<file path="config.mk">
export PLATFORM = sky130hd
export DESIGN_NAME = v2f_frame_rx
export DESIGN_NICKNAME = d
export VERILOG_FILES = /design/src/rtl/v2f_frame_rx.sv
export SDC_FILE = /design/constraint.sdc
export NUM_CORES = 1
export LEC_CHECK = 0
export ABC_AREA = 0
export CAP_MARGIN = 40
export CORE_MARGIN = 3
export CORE_UTILIZATION = 25
export DETAILED_ROUTE_END_ITERATION = 8
export GPL_ROUTABILITY_DRIVEN = 0
export RECOVER_POWER = 100
export REMOVE_ABC_BUFFERS = 1
export SLEW_MARGIN = 0
export SYNTH_ARGS = -nofsm -noshare
export SYNTH_HDL_FRONTEND = slang
export SYNTH_SLANG_ARGS = --single-unit
</file>
<file path="constraint.sdc">
create_clock -name clk -period 8.4 [get_ports clk]
set_input_delay 1.68 -clock clk [delete_from_list [all_inputs] [get_ports clk]]
set_output_delay 1.68 -clock clk [all_outputs]
set_load 0.02 [all_outputs]
</file>
<file path="src/rtl/v2f_frame_rx.sv">
// v2f_frame_rx: receive side of the 32-bit word link.
// Parses framed word streams (header, payload, checksum) and buffers the
// payload in a FIFO. A frame becomes visible downstream only after its
// checksum matches. Bad or overflowing frames are rolled back as a unit.
module v2f_frame_rx #(
    parameter int          FIFO_DEPTH = 16,
    parameter int          MAX_LEN    = 8,
    parameter logic [15:0] MAGIC      = 16'h5646
) (
    input  logic        clk,
    input  logic        rst,
    input  logic        rx_valid,
    input  logic [31:0] rx_data,
    output logic        out_valid,
    input  logic        out_ready,
    output logic [31:0] out_data,
    output logic        out_last,
    output logic        err_magic,
    output logic        err_len,
    output logic        err_crc,
    output logic        err_ovf,
    output logic [15:0] frames_ok
);

    localparam int              AW      = $clog2(FIFO_DEPTH);
    localparam int              PW      = AW + 1;
    localparam logic [PW-1:0]   DEPTH_P = PW'(FIFO_DEPTH);
    localparam logic [7:0]      LEN_MAX = 8'(MAX_LEN);

    typedef enum logic [1:0] {
        ST_IDLE,
        ST_PAYLOAD,
        ST_CHECK
    } state_t;

    // Control state
    state_t          r_state;
    logic [7:0]      r_rem;
    logic            r_drop;
    logic [PW-1:0]   r_wr_ptr;
    logic [PW-1:0]   r_commit_ptr;
    logic [PW-1:0]   r_rd_ptr;
    logic            r_err_magic;
    logic            r_err_len;
    logic            r_err_crc;
    logic            r_err_ovf;
    logic [15:0]     r_frames_ok;

    // Datapath state (never reset: contents only matter once written)
    logic [31:0]     r_sum;
    logic [32:0]     r_mem [FIFO_DEPTH];

    // Next-state values
    state_t          w_state_n;
    logic [7:0]      w_rem_n;
    logic            w_drop_n;
    logic [PW-1:0]   w_wr_ptr_n;
    logic [PW-1:0]   w_commit_ptr_n;
    logic [PW-1:0]   w_rd_ptr_n;
    logic            w_err_magic_n;
    logic            w_err_len_n;
    logic            w_err_crc_n;
    logic            w_err_ovf_n;
    logic [15:0]     w_frames_ok_n;
    logic [31:0]     w_sum_n;

    logic            w_wr_en;
    logic            w_wr_last;
    logic            w_full;
    logic            w_out_valid;
    logic            w_pop;
    logic [31:0]     w_sum_add;
    logic [32:0]     w_head;

    // Fullness counts uncommitted words too, and uses registered pointers so a
    // same-cycle pop never makes room for that cycle's write.
    assign w_full      = ((r_wr_ptr - r_rd_ptr) == DEPTH_P);
    assign w_out_valid = (r_rd_ptr != r_commit_ptr);
    assign w_pop       = w_out_valid && out_ready;
    assign w_sum_add   = r_sum + rx_data;
    assign w_head      = r_mem[r_rd_ptr[AW-1:0]];

    // Outputs are forced to zero while nothing is committed so reset and
    // empty states present clean zeros instead of stale buffer contents.
    assign out_valid = w_out_valid;
    assign out_data  = w_out_valid ? w_head[31:0] : 32'd0;
    assign out_last  = w_out_valid ? w_head[32]   : 1'b0;
    assign err_magic = r_err_magic;
    assign err_len   = r_err_len;
    assign err_crc   = r_err_crc;
    assign err_ovf   = r_err_ovf;
    assign frames_ok = r_frames_ok;

    // Frame parser: next-state, pointer and error-pulse decisions
    always_comb begin
        w_state_n      = r_state;
        w_rem_n        = r_rem;
        w_drop_n       = r_drop;
        w_wr_ptr_n     = r_wr_ptr;
        w_commit_ptr_n = r_commit_ptr;
        w_rd_ptr_n     = r_rd_ptr;
        w_err_magic_n  = 1'b0;
        w_err_len_n    = 1'b0;
        w_err_crc_n    = 1'b0;
        w_err_ovf_n    = 1'b0;
        w_frames_ok_n  = r_frames_ok;
        w_sum_n        = r_sum;
        w_wr_en        = 1'b0;
        w_wr_last      = 1'b0;

        if (w_pop) begin
            w_rd_ptr_n = r_rd_ptr + 1'b1;
        end

        if (rx_valid) begin
            unique case (r_state)
                ST_IDLE: begin
                    if (rx_data[31:16] != MAGIC) begin
                        w_err_magic_n = 1'b1;
                    end else if ((rx_data[7:0] == 8'd0) || (rx_data[7:0] > LEN_MAX)) begin
                        w_err_len_n = 1'b1;
                    end else begin
                        w_rem_n   = rx_data[7:0];
                        w_sum_n   = rx_data;
                        w_drop_n  = 1'b0;
                        w_state_n = ST_PAYLOAD;
                    end
                end
                ST_PAYLOAD: begin
                    w_sum_n = w_sum_add;
                    if (!r_drop) begin
                        if (w_full) begin
                            // Discard the partial frame; the rest of it,
                            // checksum included, is swallowed silently.
                            w_drop_n    = 1'b1;
                            w_wr_ptr_n  = r_commit_ptr;
                            w_err_ovf_n = 1'b1;
                        end else begin
                            w_wr_en    = 1'b1;
                            w_wr_last  = (r_rem == 8'd1);
                            w_wr_ptr_n = r_wr_ptr + 1'b1;
                        end
                    end
                    w_rem_n = r_rem - 8'd1;
                    if (r_rem == 8'd1) begin
                        w_state_n = ST_CHECK;
                    end
                end
                ST_CHECK: begin
                    if (!r_drop) begin
                        if (rx_data == r_sum) begin
                            w_commit_ptr_n = r_wr_ptr;
                            w_frames_ok_n  = r_frames_ok + 16'd1;
                        end else begin
                            w_wr_ptr_n  = r_commit_ptr;
                            w_err_crc_n = 1'b1;
                        end
                    end
                    w_drop_n  = 1'b0;
                    w_state_n = ST_IDLE;
                end
                default: begin
                    w_state_n = ST_IDLE;
                end
            endcase
        end
    end

    // Control registers with asynchronous reset
    always_ff @(posedge clk or posedge rst) begin
        if (rst) begin
            r_state      <= ST_IDLE;
            r_rem        <= 8'd0;
            r_drop       <= 1'b0;
            r_wr_ptr     <= '0;
            r_commit_ptr <= '0;
            r_rd_ptr     <= '0;
            r_err_magic  <= 1'b0;
            r_err_len    <= 1'b0;
            r_err_crc    <= 1'b0;
            r_err_ovf    <= 1'b0;
            r_frames_ok  <= 16'd0;
        end else begin
            r_state      <= w_state_n;
            r_rem        <= w_rem_n;
            r_drop       <= w_drop_n;
            r_wr_ptr     <= w_wr_ptr_n;
            r_commit_ptr <= w_commit_ptr_n;
            r_rd_ptr     <= w_rd_ptr_n;
            r_err_magic  <= w_err_magic_n;
            r_err_len    <= w_err_len_n;
            r_err_crc    <= w_err_crc_n;
            r_err_ovf    <= w_err_ovf_n;
            r_frames_ok  <= w_frames_ok_n;
        end
    end

    // Payload buffer write and running checksum
    always_ff @(posedge clk) begin
        if (w_wr_en) begin
            r_mem[r_wr_ptr[AW-1:0]] <= {w_wr_last, rx_data};
        end
        r_sum <= w_sum_n;
    end

endmodule

</file>
# Word-level counts from Yosys, hierarchy flattened
# Memory sizes are Yosys's and may differ from the RTL's.
# Cells that the tools add are included.
[word_totals]
regBits = 78
mem_bits_rw = 528
input_bits = 36
n_memories = 1
[memory_table]
columns = ["name", "words", "width", "read_ports", "rd_ports_with_merged_regs", "write_ports", "line", "text"]
rows = [
  ["r_mem", 16, 33, 1, 0, 1, "51", "logic [32:0] r_mem [FIFO_DEPTH];"],
]
[classes]
addsub = 6
n_lt_le_gt_ge = 1
n_eq_ne = 12
mux = 46
n_bitwise = 1
reduce_logical = 13
[ops]
columns = ["op", "count"]
rows = [
  ["$mux 32", 3],
  ["$pmux 32 s2", 1],
  ["$add 32x32->32", 1],
  ["$eq 32x32->1", 1],
  ["$mux 1", 29],
  ["$mux 5", 4],
  ["$reduce_and 4->1", 5],
  ["$add 16x1->16 const B", 1],
  ["$mux 8", 2],
  ["$ne 16x15->1 const B", 1],
  ["$pmux 8 s2", 1],
  ["$add 5x1->5 const B", 2],
  ["$ne 2x2->1 const B", 5],
  ["$pmux 5 s2", 1],
  ["$eq 8x1->1 const B", 1],
  ["$gt 8x4->1 const B", 1],
  ["$logic_not 8->1", 1],
  ["$sub 8x1->8 const B", 1],
  ["$mux 2", 3],
  ["$eq 5x5->1 const B", 1],
  ["$ne 5x5->1", 1],
  ["$sub 5x5->5", 1],
  ["$pmux 2 s2", 1],
  ["$reduce_bool 2->1", 2],
  ["other kinds (9)", 9],
]

# Depth between registers and ports, before layout
[depth]
ltp_word = 8
mapped_depth = 13

# Least setup slack after synthesis
# No wires, ideal clock.
[synth_timing]
kind = "reg-to-reg"
from = "reg r_rd_ptr[1]"
to = "mem r_mem[3][0] (enable)"
arrival_ns = 5.468
required_ns = 7.893
path_slack_ns = 2.425
stages_incl_launch_ff = 12
n_path_buf = 4
synth_period_minus_slack_ns = 5.975
cell_sequence = "dfrtp_1 -> clkbuf_1 -> clkbuf_1 -> clkbuf_1 -> inv_1 -> ha_1 -> nand2b_1 -> nand3_1 -> a221o_1 -> buf_2 -> nand3_1 -> nor4_1"
[synth_via]
elab_chain_cells = 8
[synth_lines]
columns = ["item", "line", "text"]
rows = [
  ["start: declaration", "42", "logic [PW-1:0] r_rd_ptr;"],
  ["start signal: assignment", "189", "r_rd_ptr <= w_rd_ptr_n;"],
  ["$sub 5x5->5", "77", "assign w_full = ((r_wr_ptr - r_rd_ptr) == DEPTH_P);"],
  ["$eq 5x5->1", "77", ""],
  ["$mux 1", "132", "if (w_full) begin"],
  ["$mux 1", "131", "if (!r_drop) begin"],
  ["$mux 1", "116", "unique case (r_state)"],
  ["$mux 1", "115", "if (rx_valid) begin"],
  ["$mux 1", "200", "if (w_wr_en) begin"],
  ["$mux 1 (implied by the code)", "201", "r_mem[r_wr_ptr[AW-1:0]] <= {w_wr_last, rx_data};"],
  ["end: declaration", "51", ""],
]
# Every way passes these cells.

# Final worst setup path
[layout_timing]
from = "reg r_rd_ptr[0]"
to = "out out_data[24]"
[layout_via]
elab_chain_cells = 2
[layout_lines]
columns = ["item", "line", "text"]
rows = [
  ["$mem_v2 16x33 or $ne 5x5->1 (tied branches)", "-", ""],
  ["$mux 32 *", "86", "assign out_data = w_out_valid ? w_head[31:0] : 32'd0;"],
  ["end: declaration", "16", "output logic [31:0] out_data,"],
]
# Every way passes the cells marked *; elsewhere a longest branch is shown, timed or not.

==> flow_summary.ini <==
[power]
pwr_density_cell_mw_per_mm2 = 286
cellLeakagePower_nw = 9.63
ir_worst_vdd_v = 0.000194

[global_route]
grt_pass1_wl_um = 92400
grt_max_degree = 81
antenna_found_initial = 10
first_global_vias = 14100
overflow = 0
grt_usage_pct = 11.4

[clock_tree]
hold_buffers = 0
cts_tree = built
cts_made_buffers = 60
clkTransAtPathRegs_ps = 60
clk_path_buf_depth = 3
cts_setup_buffers = 0
h-tree-depth = 2
cts_resized = 0
cts_sinks = 606
insertion_delay_ps = 630
cts-root-buf = clkbuf_16

[cells_and_area]
syn_to_final_growth_pct = 16.5
fin_nets = 1596
drive_gt1_share_pct = 17.6
final_core_util_pct = 29.6

[worst_setup_path]
cp_max_fo = 34
cp.required_ps = 6720
crit_arrival_ps = 4830
start_kind = register
crit_type = register to output pin
worst_setup_path_end_kind = output pin

[placement]
place_ws_ps = 2970
io_buffers = 89
hpwl_um = 35600

[job]
cap_violations = 24

[sta]
hold_viol = 0
setup_viol_count_final = 0
hold_ws_ps = 467
final_max_slew_viol_count = 627
period_share_pct = 77.5
maxSlewHeadroom_pct = -127
tightest_slew_ps = 3400
timing.fmax_mhz = 154
rsz0062_at_grt = false
fin_worst_skew_ps = 32.1
setup_ws_ps = 1890
period_minus_slack_ps = 6510

[routing]
avgRoutedWirePerCell_um = 21.2
drt-initial-drc-count = 1359
drt_pass1_iterations = 5
totalWireLength_um = 61900
postRouteAntennaNets = 0
drc = 0
vias = 13600
viasPerCell = 4.65

[die]
die-area_sq_mm = 0.107
die_x_um = 326
ios = 90
die_h_um = 326
rows = 116
core-area_sq_mm = 0.101
initial_core_util_pct = 25.4

[logic_synthesis]
syn_inst = 1396
yosysWarnings = 0
postSynthAreaPerCell_sq_um = 18.4
yosysUniqueCellTypes = 74
async_flop_share_pct = 7.59
ys_ff_latch = 606
synth_edf_count = 560
synth_area_sq_mm = 0.0257
synth_seq_area_share_pct = 70.0
synthFlopType = edfxtp_1

[hold_path]
hp-class = register to register

[run_status]
violations = max-capacitance violations, max-slew violations
run_status = finished with violations
==> Yosys cell counts, types with 9 or more instances <==
cell type  count  area [sq um]
edfxtp_1     560         16800
mux4_2       165          3720
nand2_1       76           285
o21ai_0       50           250
dfrtp_1       46          1150
ha_1          43           538
nor2_1        40           150
nor2b_1       40           250
clkbuf_1      39           146
a21oi_1       36           180
xnor2_1       26           228
nand3_1       20           100
xor2_1        20           175
inv_1         19          71.3
nor3_1        18          90.1
and2_1        17           106
a21o_1        13          97.6
buf_1         13          48.8
a211oi_1      12          90.1
nand4_1       11          68.8
o31ai_1       10          75.1
nand2b_1       9          56.3
==> worst max-delay path, cell delays in order (launching register included) <==
cell,delay [ps]
dfrtp_1,1490
buf_4,760
mux4_2,600
mux4_2,490
nor2b_1,160
dlygate4sd3_1,700
==> per-stage QoR <==
step / power, mW / setup TNS [ps] / cells / area, sq um
2_1_floorplan: 5.50 / -113860 / 1331 / 25400
3_3_place_gp: 6.25 / 0 / 2806 / 28300
3_5_place_dp: 6.31 / 0 / 2811 / 28400
4_1_cts: 8.79 / 0 / 2913 / 30100
5_1_grt: 8.98 / 0 / 2913 / 29900
6_report: 8.56 / 0 / 2917 / 29900
==> routing by layer <==
| metal | up-vias | wire, um | GRT usage, % |
|---|---|---|---|
| li1 | 5916 | - | - |
| met1 | 7156 | 27500 | 16.2 |
| met2 | 402 | 29500 | 18.4 |
| met3 | 94 | 3640 | 1.97 |
| met4 | 4 | 1160 | 2.60 |
| met5 | - | 19 | 0 |
==> cells in the final DEF, fill, tap and decap left out, types with 4 or more instances in the layout <==
cell type        instances
and3_1                   5
a21oi_1                 36
clkinv_2                 9
o31ai_1                 10
nor3_1                  18
clkdlybuf4s50_1          4
diode_2                  4
mux4_2                 165
o211ai_1                 4
clkbuf_16               60
o21a_1                   7
clkinv_1                14
nor4_1                   8
nor2b_1                 40
nand4_1                 12
xor2_1                  20
a211oi_1                12
dlygate4sd3_1           85
buf_4                    7
dfrtp_1                 44
o21ai_0                 53
edfxtp_1               560
clkbuf_1                36
inv_1                   20
nand2_1                 76
nand3_1                 20
and2_2                   7
a31oi_1                  4
nor2_1                  41
nand2b_1                 9
a21o_1                  13
nor3b_1                  5
xnor2_1                 26
mux2_2                   6
and2_0                   7
ha_1                    43
==> kinds of logic (layout without fill, tap and decap cells) <==
kind of cell | count (synthesis) | in the layout | synth area share [%]
compound gates | 172 | 172 | 4.48
xor+xnor | 47 | 47 | 1.63
fa+ha+maj | 44 | 44 | 2.17
buf+inv | 86 | 246 | 1.43
flops | 606 | 606 | 70.0
mux | 171 | 171 | 14.7
other cells | 0 | 4 | 0
simple gates | 270 | 270 | 5.57
==> sequential cells by signal, indices dropped and copies added, names as in the netlist <==
register and count:
r_wr_ptr 5, err_crc 1, r_mem 528, r_commit_ptr 5, r_rem 8, frames_ok 16
err_len 1, r_drop 1, err_magic 1, r_state 2, err_ovf 1, r_rd_ptr 5
r_sum 32
==> area by class of cell <==
class	count	area (sq um)
diodes	4	10.0
clock buffers	73	1550
clock inverters	29	223
fillers	9963	71100
inverters	21	78.8
multi-input cells	704	7270
flip-flops and latches	606	18000
well taps	1357	1700
repair buffers	123	1120
==> power breakdown <==
| part | leakage [nW] | total, mW | switching, mW | internal [mW] |
|---|---|---|---|---|
| sequential | 5.67 | 3.52 | 0.130 | 3.39 |
| combinational | 3.10 | 2.56 | 1.29 | 1.27 |
| clock | 0.862 | 2.47 | 1.11 | 1.36 |
==> final timing paths <==
check | startpoint | end | slack (ps) | depth (start not counted)
max in group asynchronous | rst | r_rd_ptr[1]$_DFFE_PP0P_ | 4240 | 3
max | r_rd_ptr[0]$_DFFE_PP0P_ | out_data[24] | 1890 | 5
min reg2reg | frames_ok[15]$_DFFE_PP0P_ | frames_ok[15]$_DFFE_PP0P_ | 470 | 1
min | frames_ok[15]$_DFFE_PP0P_ | frames_ok[15]$_DFFE_PP0P_ | 470 | 1
min in group asynchronous | rst | frames_ok[9]$_DFFE_PP0P_ | 1440 | 2
max reg2reg | r_rd_ptr[0]$_DFFE_PP0P_ | r_mem[4][3]$_DFFE_PP_ | 1910 | 8
(Power assumes the default switching activity.)
